===== src/rtl/mem_arbiter_6502_pkg.sv =====
// rtl/mem_arbiter_6502_pkg.sv - shared types and widths for the 6502 memory arbiter
package mem_arb_pkg;

    localparam int ADDR_W = 16;
    localparam int DATA_W = 8;

    typedef enum logic {OWN_CPU, OWN_HOST} owner_e;

    typedef struct packed {
        logic              we;
        logic [ADDR_W-1:0] addr;
        logic [DATA_W-1:0] wdata;
    } host_req_t;

endpackage


===== src/rtl/mem_arbiter_6502_if.sv =====
// rtl/mem_arbiter_6502_if.sv - CPU, host and RAM signal bundle around the arbiter
interface mem_arbiter_6502_if;
    import mem_arb_pkg::*;

    logic [ADDR_W-1:0] cpu_ab;
    logic [DATA_W-1:0] cpu_do;
    logic              cpu_we;
    logic [DATA_W-1:0] cpu_di;
    logic              cpu_rdy;

    logic              host_req;
    logic              host_we;
    logic [ADDR_W-1:0] host_addr;
    logic [DATA_W-1:0] host_wdata;
    logic              host_gnt;
    logic              host_rvalid;
    logic [DATA_W-1:0] host_rdata;

    logic [ADDR_W-1:0] ram_addr;
    logic              ram_we;
    logic [DATA_W-1:0] ram_wdata;
    logic [DATA_W-1:0] ram_rdata;

    modport slave (
        input  cpu_ab, cpu_do, cpu_we, host_req, host_we, host_addr, host_wdata, ram_rdata,
        output cpu_di, cpu_rdy, host_gnt, host_rvalid, host_rdata, ram_addr, ram_we, ram_wdata
    );

    modport master (
        output cpu_ab, cpu_do, cpu_we, host_req, host_we, host_addr, host_wdata, ram_rdata,
        input  cpu_di, cpu_rdy, host_gnt, host_rvalid, host_rdata, ram_addr, ram_we, ram_wdata
    );

endinterface


===== src/rtl/mem_arbiter_6502_sat_counter.sv =====
// rtl/mem_arbiter_6502_sat_counter.sv - saturating up-counter with enable and synchronous clear
module sat_counter #(
    parameter int W = 32
) (
    input  logic         clk,
    input  logic         clr,
    input  logic         en,
    output logic [W-1:0] count
);

    always_ff @(posedge clk) begin
        if (clr) begin
            count <= '0;
        end else if (en && (count != '1)) begin
            count <= count + 1'b1;
        end
    end

endmodule


===== src/rtl/mem_arbiter_6502.sv =====
// rtl/mem_arbiter_6502.sv - shares one synchronous RAM between the 6502 core and a host port
module mem_arbiter_6502
    import mem_arb_pkg::*;
#(
    parameter int HOST_BURST = 1
) (
    input  logic                     clk,
    input  logic                     rst,
    mem_arbiter_6502_if.slave        bus,
    output logic [31:0]              stall_cycles
);

    localparam logic [3:0] BURST_MAX = 4'(HOST_BURST);

    owner_e            owner_q;
    logic [3:0]        burst_cnt;
    logic [DATA_W-1:0] di_hold;
    logic              host_gnt;
    host_req_t         host;

    assign host = '{we: bus.host_we, addr: bus.host_addr, wdata: bus.host_wdata};

    // Host steals the cycle only while its burst allowance lasts; reset always leaves the port to the CPU.
    assign host_gnt     = bus.host_req && !rst && (burst_cnt < BURST_MAX);
    assign bus.host_gnt = host_gnt;
    assign bus.cpu_rdy  = !host_gnt;

    assign bus.ram_addr  = host_gnt ? host.addr  : bus.cpu_ab;
    assign bus.ram_we    = host_gnt ? host.we    : bus.cpu_we;
    assign bus.ram_wdata = host_gnt ? host.wdata : bus.cpu_do;

    // DI is frozen while the previous cycle belonged to the host, mimicking an RDY-gated output register.
    assign bus.cpu_di     = (owner_q == OWN_CPU) ? bus.ram_rdata : di_hold;
    assign bus.host_rdata = bus.ram_rdata;

    always_ff @(posedge clk) begin
        if (rst) begin
            owner_q         <= OWN_CPU;
            burst_cnt       <= 4'd0;
            di_hold         <= '0;
            bus.host_rvalid <= 1'b0;
        end else begin
            owner_q         <= host_gnt ? OWN_HOST : OWN_CPU;
            burst_cnt       <= host_gnt ? burst_cnt + 4'd1 : 4'd0;
            di_hold         <= bus.cpu_di;
            bus.host_rvalid <= host_gnt && !bus.host_we;
        end
    end

    sat_counter #(.W(32)) u_stall_cnt (
        .clk   (clk),
        .clr   (rst),
        .en    (host_gnt),
        .count (stall_cycles)
    );

endmodule


===== src/flat_wrapper.sv =====
// flat-port wrapper written by rule: the top's interface ports become plain ports
module mem_arbiter_6502_flat import mem_arb_pkg::*;
#(
    parameter int HOST_BURST = 1
)
  (clk, rst, stall_cycles, bus_cpu_ab, bus_cpu_do, bus_cpu_we, bus_host_req, bus_host_we, bus_host_addr, bus_host_wdata, bus_ram_rdata, bus_cpu_di, bus_cpu_rdy, bus_host_gnt, bus_host_rvalid, bus_host_rdata, bus_ram_addr, bus_ram_we, bus_ram_wdata);
  mem_arbiter_6502_if bus_i ();
  input  logic clk;
  input  logic rst;
  output logic [31:0] stall_cycles;
  input wire logic [$bits(bus_i.cpu_ab)-1:0] bus_cpu_ab;
  input wire logic [$bits(bus_i.cpu_do)-1:0] bus_cpu_do;
  input wire logic [$bits(bus_i.cpu_we)-1:0] bus_cpu_we;
  input wire logic [$bits(bus_i.host_req)-1:0] bus_host_req;
  input wire logic [$bits(bus_i.host_we)-1:0] bus_host_we;
  input wire logic [$bits(bus_i.host_addr)-1:0] bus_host_addr;
  input wire logic [$bits(bus_i.host_wdata)-1:0] bus_host_wdata;
  input wire logic [$bits(bus_i.ram_rdata)-1:0] bus_ram_rdata;
  output wire logic [$bits(bus_i.cpu_di)-1:0] bus_cpu_di;
  output wire logic [$bits(bus_i.cpu_rdy)-1:0] bus_cpu_rdy;
  output wire logic [$bits(bus_i.host_gnt)-1:0] bus_host_gnt;
  output wire logic [$bits(bus_i.host_rvalid)-1:0] bus_host_rvalid;
  output wire logic [$bits(bus_i.host_rdata)-1:0] bus_host_rdata;
  output wire logic [$bits(bus_i.ram_addr)-1:0] bus_ram_addr;
  output wire logic [$bits(bus_i.ram_we)-1:0] bus_ram_we;
  output wire logic [$bits(bus_i.ram_wdata)-1:0] bus_ram_wdata;
  assign bus_i.cpu_ab = bus_cpu_ab;
  assign bus_i.cpu_do = bus_cpu_do;
  assign bus_i.cpu_we = bus_cpu_we;
  assign bus_i.host_req = bus_host_req;
  assign bus_i.host_we = bus_host_we;
  assign bus_i.host_addr = bus_host_addr;
  assign bus_i.host_wdata = bus_host_wdata;
  assign bus_i.ram_rdata = bus_ram_rdata;
  assign bus_cpu_di = bus_i.cpu_di;
  assign bus_cpu_rdy = bus_i.cpu_rdy;
  assign bus_host_gnt = bus_i.host_gnt;
  assign bus_host_rvalid = bus_i.host_rvalid;
  assign bus_host_rdata = bus_i.host_rdata;
  assign bus_ram_addr = bus_i.ram_addr;
  assign bus_ram_we = bus_i.ram_we;
  assign bus_ram_wdata = bus_i.ram_wdata;
  mem_arbiter_6502 #(.HOST_BURST(HOST_BURST)) u_core (.clk(clk), .rst(rst), .bus(bus_i), .stall_cycles(stall_cycles));
endmodule

===== config.mk =====
export PLATFORM = sky130hd
export DESIGN_NAME = mem_arbiter_6502_flat
export DESIGN_NICKNAME = d
export VERILOG_FILES = /design/src/rtl/mem_arbiter_6502_pkg.sv /design/src/rtl/mem_arbiter_6502_if.sv /design/src/rtl/mem_arbiter_6502_sat_counter.sv /design/src/rtl/mem_arbiter_6502.sv /design/src/flat_wrapper.sv
export SDC_FILE = /design/constraint.sdc
export NUM_CORES = 1
export LEC_CHECK = 0
export ABC_AREA = 1
export CORE_MARGIN = 8
export CORE_UTILIZATION = 46
export DETAILED_ROUTE_END_ITERATION = 10
export GPL_TIMING_DRIVEN = 0
export PLACE_DENSITY = 0.87
export SLEW_MARGIN = 20
export SYNTH_ARGS = -nofsm -noshare
export SYNTH_HDL_FRONTEND = slang
export SYNTH_HIERARCHICAL = 1
export SYNTH_SLANG_ARGS = --single-unit

===== constraint.sdc =====
create_clock -name clk -period 4.7 [get_ports clk]
set_input_delay 0.47 -clock clk [delete_from_list [all_inputs] [get_ports clk]]
set_output_delay 0.47 -clock clk [all_outputs]
set_load 0.005 [all_outputs]

---- After elaboration in Yosys (flattened, before gate mapping) ----
Index checks and enable logic that the tools add are counted.
word-level totals
  register bits ........................... 46
  word-level logic and storage cells ...... 23
cells by class
  $lt $le $gt $ge ......................... 1
  reductions and logical operators ........ 8
  bitwise operators ....................... 1
  mux-type cells .......................... 5
  add/sub/neg operators ................... 2
  equality and inequality tests ........... 1
operator list
  kind                   count
  $add 32x1->32 const B  1
  $ne 32x32->1 const B   1
  $mux 16                1
  $mux 8                 2
  $add 4x1->4 const B    1
  $logic_and 1x1->1      4
  $lt 4x1->1 const B     1
  $logic_not 1->1        3
  $mux 1                 2
  $reduce_or 2->1        1
  $not 1->1              1

---- Depth between registers and ports, before layout ----
Gate-level depths: netlist of the first run.
  word-level depth ........................ 5
  depth in mapped cells ................... 15
  gate-level depth less buffers ........... 13

---- Cells and area by module ----
The synthesis of the first run kept the hierarchy.
by module, submodules not included
  module            cells an instance  seq. area each (sq um)  instances  area each (sq um)
  sat_counter       324                640.6                   1          2062.0
  mem_arbiter_6502  159                280.3                   1          1037.2

---- Least setup slack after synthesis of the first run ----
No wires, ideal clock.
  path type ............................... in2reg
  start ................................... input rst
  end ..................................... register u_core.u_stall_cnt.count[17]
  data arrival time ....................... 1911 ps
  library setup time ...................... 115 ps
  path slack .............................. 2674 ps
  buffers on the path ..................... 2
  stages on the path ...................... 14
  cell sequence ........................... buf_6 -> nor2_8 -> nand3_4 -> buf_6 -> inv_1 -> inv_2 -> nor2_1 -> nand2_1 -> inv_2 -> nand2_1 -> nor2_1 -> nand3_2 -> nand2_1 -> nor2_1
on the way
  longest elaborated chain between the ends .. 4
RTL lines
  what                             RTL line                            RTL
  start: declaration               flat_wrapper.sv:9                   input logic rst;
  $logic_not 1->1                  mem_arbiter_6502.sv:24              assign host_gnt = bus.host_req && !rst && (burst_cnt < BURST_MAX);
  $logic_and 1x1->1 (2 in series)  mem_arbiter_6502.sv:24
  via bus_host_gnt                 flat_wrapper.sv:21                  output wire logic [$bits(bus_i.host_gnt)-1:0] bus_host_gnt;
  $logic_and 1x1->1                mem_arbiter_6502_sat_counter.sv:14  end else if (en && (count != '1)) begin
  end signal: assignment           mem_arbiter_6502_sat_counter.sv:15  count <= count + 1'b1;
  end: declaration                 mem_arbiter_6502_sat_counter.sv:8   output logic [W-1:0] count
The timed path passes the listed nets, and every way through them passes these cells.
A chain may end at the register's enable or synchronous reset.

---- Worst setup path after layout of the first run ----
  start ................................... input rst
  end ..................................... output bus_host_gnt
on the way
  longest elaborated chain between the ends .. 3
RTL lines
  what                             RTL line
  $logic_not 1->1                  mem_arbiter_6502.sv:24
  $logic_and 1x1->1 (2 in series)  mem_arbiter_6502.sv:24
  end: declaration                 flat_wrapper.sv:21
Every way passes these cells.

==> out/qor.csv, run 1 <==
stage,metric,value,unit
run_status,run status,finished clean,
yosys,Synth Cell Area,3100,um2
pwr,Leak,0.00203,uW
sta,setup repair after global routing missed its margin,false,
cts,total of hold buffers inserted after clock tree synthesis,0,
routing,sum of routed wire segments on met1,4370,um
cells_and_area,area delta synth->final,50.2,%
place,detailed placer's ending HPWL,8570,um
worst_setup_path,"Worst Path Class, Setup",primary input to output pin,
cts,cell chosen for the clock root,sky130_fd_sc_hd__clkbuf_8,
routing,number of DRC violations after detailed routing,0,
sta,Max Freq,339,MHz
worst_setup_path,worst reg2reg startpoint,u_core/burst_cnt[0],
place,Port Buffer Count,136,
cells_and_area,share of post-route cells with drive strength above 1,0.121,
yosys,"Distinct cells, synth",30,
sta,Hold WS,0.469,ns
global_route,global-route usage over all layers,0.214,
routing,total vias in the final route,3673,
yosys,synth warn,6,
cts,number of buffers created by CTS,5,
yosys,register bit total from synthesis,46,
sta,pins over their slew limit,0,
sta,period utilization,0.628,
cts,clock tree from TritonCTS,done,
yosys,Synth Area per Inst,6.42,um2
sta,Final Hold Fails,0,
sta,endpoints failing setup,0,
routing,met3 wirelength from detailed routing,783,um
run,number of maximum-capacitance constraint violations,0,
floorplanning,number of core rows,30,
floorplanning,Horiz. Die Dim,98.1,um
global_route,final global-route overflow total,0,
sta,shortest clock period the worst path allows after layout,2.95,ns
sta,setup clock skew after layout,0.00562,ns
cells_and_area,fraction of the core area covered by cells at the end of the flow,0.701,
cells_and_area,number of filler cells placed in the layout,583,
cts,number of buffers inserted by post-CTS setup repair,0,
cts,latest clock arrival within the worst-skew pair,0.30,ns
routing,met2 WL,5220,um
floorplanning,height of the die,98.1,um
worst_setup_path,top fanout value on the critical path,10,
yosys,cell count after synthesis,483,
sta,Worst Max-Slew Pin Slew,0.574,ns
cts,TritonCTS Sinks,46,
yosys,post-synth net total,547,
worst_hold_path,start point of the worst min-delay path,u_core/burst_cnt[0],
routing,first drt pass iteration count,5,
routing,per-cell via count in the routed design,5.20,
place,area after detailed placement,4560,um2
global_route,wire length of the first global-routing pass,17200,um
worst_setup_path,origin of the worst setup path,rst,
floorplanning,Floorplan Core Area,6640,um2
routing,Routed WL,10500,um
routing,WL per Instance,14.9,um
routing,number of nets with antenna violations after detailed routing,0,
sta,final-layout setup total negative slack,0,ns
sta,tightest slew margin relative to the limit,0.616,
global_route,number of antenna violations at the first check in global routing,0,
worst_setup_path,data required time at the worst endpoint,4.23,ns
pwr,VDD IR max,0.127,mV
worst_hold_path,class of the most critical hold timing path,flop to flop,
floorplanning,initial core utilization,0.466,
cells_and_area,final cell area excluding filler cells,4650,um2
worst_setup_path,kind of start point of the critical path,primary input,
global_route,via count of the first global-routing pass,3494,
cells_and_area,ANT cells,0,
cts,number of levels in the clock H-tree,2,
routing,DRT iter0 DRCs,228,
routing,Max Used Layer,met4,
cts,clock-pin slew reported for the worst setup and hold paths after clock tree synthesis,0.09,ns
yosys,post-synthesis sequential area ratio,0.297,
cts,# resized after CTS,0,
pwr,P per Cell Area,179,nW/um2
floorplanning,die area,9620,um2
cells_and_area,net count of the finished layout,690,
global_route,largest net degree at the start of global routing,17,
worst_setup_path,data arrival time of the critical path,2.48,ns
place,routability congestion estimate from global placement,0.942,
floorplanning,I/O pins,137,
cts,CTS Buffer Depth,2,
worst_setup_path,CP Capture Type,output pin,
==> report_power, final <==
part           internal [uW]  switching [uW]  total [uW]
logic                    113            69.3         182
registers                396            2.63         398
clock network            108             145         252
==> cell usage after synthesis <==
master	number	area, um2
sky130_fd_sc_hd__buf_2	7	35.0
sky130_fd_sc_hd__nand4_1	37	231
sky130_fd_sc_hd__dfxtp_1	46	921
sky130_fd_sc_hd__nand4_2	2	25.0
sky130_fd_sc_hd__nand3b_1	1	7.51
sky130_fd_sc_hd__nand2_2	6	37.5
sky130_fd_sc_hd__nand2_1	162	608
sky130_fd_sc_hd__nand2_4	3	33.8
sky130_fd_sc_hd__nor2_4	5	56.3
sky130_fd_sc_hd__a21oi_1	26	130
sky130_fd_sc_hd__a31oi_1	5	31.3
sky130_fd_sc_hd__nand3_1	24	120
sky130_fd_sc_hd__nor2_2	10	62.6
sky130_fd_sc_hd__and2_1	1	6.26
sky130_fd_sc_hd__buf_4	10	75.1
sky130_fd_sc_hd__nor2_1	68	255
sky130_fd_sc_hd__nand3_4	1	17.5
sky130_fd_sc_hd__inv_2	3	11.3
sky130_fd_sc_hd__clkinv_1	1	3.75
sky130_fd_sc_hd__nand3_2	7	70.1
sky130_fd_sc_hd__inv_1	36	135
sky130_fd_sc_hd__buf_6	9	101
sky130_fd_sc_hd__a21oi_2	1	8.76
sky130_fd_sc_hd__conb_1	1	3.75
sky130_fd_sc_hd__nor3_1	3	15.0
sky130_fd_sc_hd__buf_1	1	3.75
sky130_fd_sc_hd__ha_1	3	37.5
sky130_fd_sc_hd__nor3_2	1	10.0
sky130_fd_sc_hd__nor2_8	2	40.0
sky130_fd_sc_hd__clkbuf_2	1	5.00
==> area by class of cell <==
cell class | instances | area (um2) | area share
tap | 80 | 100 | 0.0215
clock inverter | 3 | 25.0 | 0.00538
buffer | 28 | 220 | 0.0473
inverter | 40 | 150 | 0.0323
sequential | 46 | 921 | 0.198
clock buffer | 5 | 68.8 | 0.0148
multi-input combinational | 369 | 1810 | 0.388
timing repair buffer | 136 | 1360 | 0.292
==> placed cells by master (no fill, tap or decap), types with 2 or more instances in the layout <==
cell type,netlist,routed
sky130_fd_sc_hd__nand2_2,6,6
sky130_fd_sc_hd__nor2_4,5,5
sky130_fd_sc_hd__nand3_1,24,24
sky130_fd_sc_hd__nand4_2,2,2
sky130_fd_sc_hd__buf_2,7,7
sky130_fd_sc_hd__dfxtp_1,46,46
sky130_fd_sc_hd__a31oi_1,5,5
sky130_fd_sc_hd__nand4_1,37,37
sky130_fd_sc_hd__buf_6,9,9
sky130_fd_sc_hd__ha_1,3,3
sky130_fd_sc_hd__nand2_4,3,3
sky130_fd_sc_hd__nand3_2,7,7
sky130_fd_sc_hd__clkdlybuf4s50_1,0,136
sky130_fd_sc_hd__nor2_2,10,10
sky130_fd_sc_hd__buf_4,10,10
sky130_fd_sc_hd__clkbuf_8,0,5
sky130_fd_sc_hd__a21oi_1,26,26
sky130_fd_sc_hd__nor2_1,68,68
sky130_fd_sc_hd__inv_2,3,3
sky130_fd_sc_hd__nor2_8,2,2
sky130_fd_sc_hd__nand2_1,162,162
sky130_fd_sc_hd__nor3_1,3,3
sky130_fd_sc_hd__inv_1,36,36
==> metal layers <==
layer / GRT usage / vias to the layer above
met5: 0 / -
met4: 0.0552 / 0
met3: 0.0477 / 14
met2: 0.382 / 151
met1: 0.251 / 1675
li1: - / 1833
==> flip-flops by register name (all words and copies together) (netlist names) <==
signal                    count
u_core/burst_cnt              4
u_core/bus.host_rvalid        1
u_core/di_hold                8
u_core/owner_q                1
u_core/u_stall_cnt/count     32
==> critical path: stages <==
cell                              delay, ns
sky130_fd_sc_hd__clkdlybuf4s50_1       0.54
sky130_fd_sc_hd__buf_6                 0.21
sky130_fd_sc_hd__nor2_8                0.17
sky130_fd_sc_hd__nand3_4               0.12
sky130_fd_sc_hd__buf_6                 0.17
sky130_fd_sc_hd__inv_1                 0.22
sky130_fd_sc_hd__clkdlybuf4s50_1       0.57
==> cells by family (layout without fill, tap and decap cells) <==
| family | count (synthesis) | in the layout | share of synthesized area |
|---|---|---|---|
| simple gates | 333 | 333 | 0.515 |
| buf+inv | 68 | 212 | 0.119 |
| flops | 46 | 46 | 0.297 |
| compound gates | 32 | 32 | 0.0549 |
| fa+ha+maj | 3 | 3 | 0.0121 |
| other cells | 1 | 1 | 0.00121 |
==> worst paths after layout <==
path | end | slack [ns] | cells after the start
worst max register to register | u_core/u_stall_cnt/count[25] | 2.17 | 15
worst min-delay path | u_core/burst_cnt[0] | 0.47 | 1
worst min register to register | u_core/burst_cnt[0] | 0.47 | 1
worst max-delay path | bus_host_gnt | 1.75 | 7
==> metrics by stage <==
step | setup WS (ns) | total power, uW | std cells
2_1_floorplan | 2.67 | 471 | 483
3_3_place_gp | 1.63 | 586 | 699
3_5_place_dp | 1.55 | 590 | 699
4_1_cts | 1.72 | 843 | 707
5_1_grt | 1.63 | 872 | 707
6_report | 1.75 | 833 | 707
Note: power is estimated with default switching activity, not from simulation.
==> run 2: changes to the inputs <==
--- a/config.mk
+++ b/config.mk
@@ -7,10 +7,10 @@
 export LEC_CHECK = 0
 export ABC_AREA = 1
 export CORE_MARGIN = 8
-export CORE_UTILIZATION = 46
+export CORE_UTILIZATION = 39
 export DETAILED_ROUTE_END_ITERATION = 10
 export GPL_TIMING_DRIVEN = 0
-export PLACE_DENSITY = 0.87
+export PLACE_DENSITY = 0.78
 export SLEW_MARGIN = 20
 export SYNTH_ARGS = -nofsm -noshare
 export SYNTH_HDL_FRONTEND = slang
==> constraint.sdc (replaced) <==
create_clock -name clk -period 2.44 [get_ports clk]
set_input_delay 0.244 -clock clk [delete_from_list [all_inputs] [get_ports clk]]
set_output_delay 0.244 -clock clk [all_outputs]
set_load 0.005 [all_outputs]
==> run 2 against run 1 <==
  * Worst hold slack lost 0.057 ns
  * First-iteration DRC count down 32%
  * Design area grew 1.9%
  * Largest power group unchanged
  * Sequential share of layout area is 0.36 points lower
  * Critical path type is now flop to output pin
==> out/qor.csv, run 2 (synthesized netlist as in run 1, its figures left out) <==
stage,metric,value,unit,change
run_status,run status,finished clean,,
pwr,post-layout total power,1800,uW,+120%
floorplanning,I/O pins,137,,unchanged
floorplanning,Floorplan Core Area,7730,um2,+16%
routing,met2 WL,5300,um,+1.5%
cells_and_area,top flop regs,"u_core/u_stall_cnt/count (32), u_core/di_hold (8), u_core/burst_cnt (4)",,
routing,met3 wirelength from detailed routing,551,um,-30%
routing,number of nets with antenna violations after detailed routing,0,,unchanged
cts,clock tree from TritonCTS,done,,
global_route,via count of the first global-routing pass,3424,,-2.0%
worst_setup_path,delay of the slowest cell on the worst path,0.48,ns,-0.09 ns
sta,setup repair after global routing missed its margin,false,,
floorplanning,Horiz. Die Dim,105,um,+7.2%
cts,clock-pin slew reported for the worst setup and hold paths after clock tree synthesis,0.09,ns,about the same
routing,total vias in the final route,3615,,-1.6%
sta,Final Hold Fails,0,,unchanged
sta,endpoints failing setup,0,,unchanged
cts,TritonCTS Sinks,46,,unchanged
global_route,largest net degree at the start of global routing,16,,-1
run,number of maximum-capacitance constraint violations,0,,unchanged
place,area after detailed placement,4590,um2,+0.60%
place,number of placed cells counting well taps,721,,+3.1%
cells_and_area,number of filler cells placed in the layout,717,,+23%
routing,number of DRC violations after detailed routing,0,,unchanged
routing,WL per Instance,14.4,um,-3.2%
worst_setup_path,data required time at the worst endpoint,2.20,ns,-2.03 ns
worst_setup_path,data arrival time of the critical path,2.05,ns,-0.43 ns
worst_setup_path,CP Capture Type,output pin,,
routing,sum of routed wire segments on met1,4490,um,+2.8%
place,worst setup timing slack at the placement stage,-0.415,ns,-1.97 ns
sta,shortest clock period the worst path allows after layout,2.29,ns,
pwr,P per Cell Area,380,nW/um2,+110%
cts,cell chosen for the clock root,sky130_fd_sc_hd__clkbuf_8,,
cts,number of levels in the clock H-tree,2,,unchanged
sta,setup clock skew after layout,0.00332,ns,-0.00230 ns
worst_setup_path,highest-delay cell along the critical path,sky130_fd_sc_hd__clkdlybuf4s50_1,,
worst_setup_path,cell chain of the critical path,inv_1 -> ha_1 -> clkbuf_2 -> nand3_4 -> buf_6 -> clkinvlp_4 -> clkdlybuf4s50_1,,
place,routability congestion estimate from global placement,0.927,,-1.6%
cells_and_area,net count of the finished layout,691,,+0.14%
cts,number of buffers created by CTS,5,,unchanged
routing,per-cell via count in the routed design,4.95,,-4.7%
sta,period utilization,0.938,,
cells_and_area,Largest register FFs,32,,unchanged
floorplanning,die area,11100,um2,+15%
cts,CTS Buffer Depth,2,,unchanged
worst_setup_path,kind of start point of the critical path,flop,,
sta,pins over their slew limit,0,,unchanged
global_route,final global-route overflow total,0,,unchanged
pwr,Leak,0.00205,uW,+1.0%
worst_setup_path,"Worst Path Class, Setup",flop to output pin,,
worst_setup_path,sum of buffers and inverters on the critical path,5,,unchanged
sta,Worst Max-Slew Pin Slew,0.544,ns,-0.0304 ns
floorplanning,number of core rows,32,,+6.7%
floorplanning,initial core utilization,0.401,,-0.0654
pwr,VDD IR max,0.266,mV,+110%
cells_and_area,register with the most flip-flops,u_core/u_stall_cnt/count,,
cells_and_area,Final Instance Count excl. Fillers,730,,+3.3%
cells_and_area,fraction of the core area covered by cells at the end of the flow,0.614,,-0.0871
worst_setup_path,crit-path leading delay family,buffers and inverters,,
cells_and_area,final cell area excluding filler cells,4740,um2,+1.9%
routing,DRT iter0 DRCs,154,,-32%
global_route,global-route usage over all layers,0.182,,-0.0319
cts,total of hold buffers inserted after clock tree synthesis,0,,unchanged
cells_and_area,"leading cell type in the layout, fill and taps excluded",sky130_fd_sc_hd__nand2_1,,
routing,first drt pass iteration count,4,,-1
worst_hold_path,class of the most critical hold timing path,primary input to flop,,
cells_and_area,area delta synth->final,53.0,%,
floorplanning,height of the die,105,um,+7.2%
place,Port Buffer Count,136,,unchanged
sta,tightest slew margin relative to the limit,0.636,,+0.0203
sta,post-route worst setup slack,0.151,ns,-1.60 ns
place,detailed placer's ending HPWL,8350,um,-2.5%
global_route,number of antenna violations at the first check in global routing,0,,unchanged
cells_and_area,ANT cells,0,,unchanged
sta,Max Freq,437,MHz,
cells_and_area,share of post-route cells with drive strength above 1,0.127,,+0.00618
cts,latest clock arrival within the worst-skew pair,0.30,ns,about the same
routing,Max Used Layer,met4,,
worst_setup_path,top fanout value on the critical path,10,,unchanged
routing,Routed WL,10500,um,about the same
global_route,wire length of the first global-routing pass,16900,um,-2.2%
cells_and_area,most frequent cells in the layout,"sky130_fd_sc_hd__nand2_1 (162), sky130_fd_sc_hd__clkdlybuf4s50_1 (135), sky130_fd_sc_hd__nor2_1 (66)",,
run 2: path summary, 6_finish.rpt:
kind / startpoint / end / slack (ns) / cells past startpoint
max: u_core/burst_cnt[0] / bus_host_gnt / 0.15 / 7
min: rst / u_core/u_stall_cnt/count[0] / 0.41 / 2
max reg2reg: u_core/burst_cnt[0] / u_core/u_stall_cnt/count[9] / 0.19 / 14
min reg2reg: u_core/burst_cnt[0] / u_core/burst_cnt[0] / 0.46 / 1
run 2: final cells by class:
cell class / count / area [um2] / area share
Buffer: 28 / 220 / 0.0465
Clock inverter: 3 / 68.8 / 0.0145
Multi-Input combinational cell: 369 / 1810 / 0.382
Tap cell: 102 / 128 / 0.0269
Sequential cell: 46 / 921 / 0.194
Clock buffer: 5 / 68.8 / 0.0145
Inverter: 40 / 154 / 0.0325
Timing Repair Buffer: 137 / 1370 / 0.288
run 2: what timing repair did:
item | CTS | global route
endpoints found under the setup margin | 4 | 4
gates resized for setup | 2 | 2
setup buffers | 0 | 1
run 2: stage by stage:
stage / setup TNS, ns / hold WS (ns)
floorplan: 0 / 0.311
global placement: -2.84 / 0.437
detailed placement: -3.46 / 0.446
CTS: 0 / 0.416
global route: 0 / 0.415
finish: 0 / 0.412
run 2: layer usage:
metal	vias to the layer above	GRT usage
li1	1835	-
met1	1652	0.210
met2	111	0.328
met3	17	0.0430
met4	0	0.0499
met5	-	0
run 2: power breakdown:
| part | leakage (uW) | total, uW | switching (uW) | internal [uW] |
|---|---|---|---|---|
| clock | 0.0000683 | 683 | 273 | 410 |
| sequential | 0.000373 | 767 | 4.72 | 762 |
| combinational | 0.00161 | 353 | 135 | 218 |
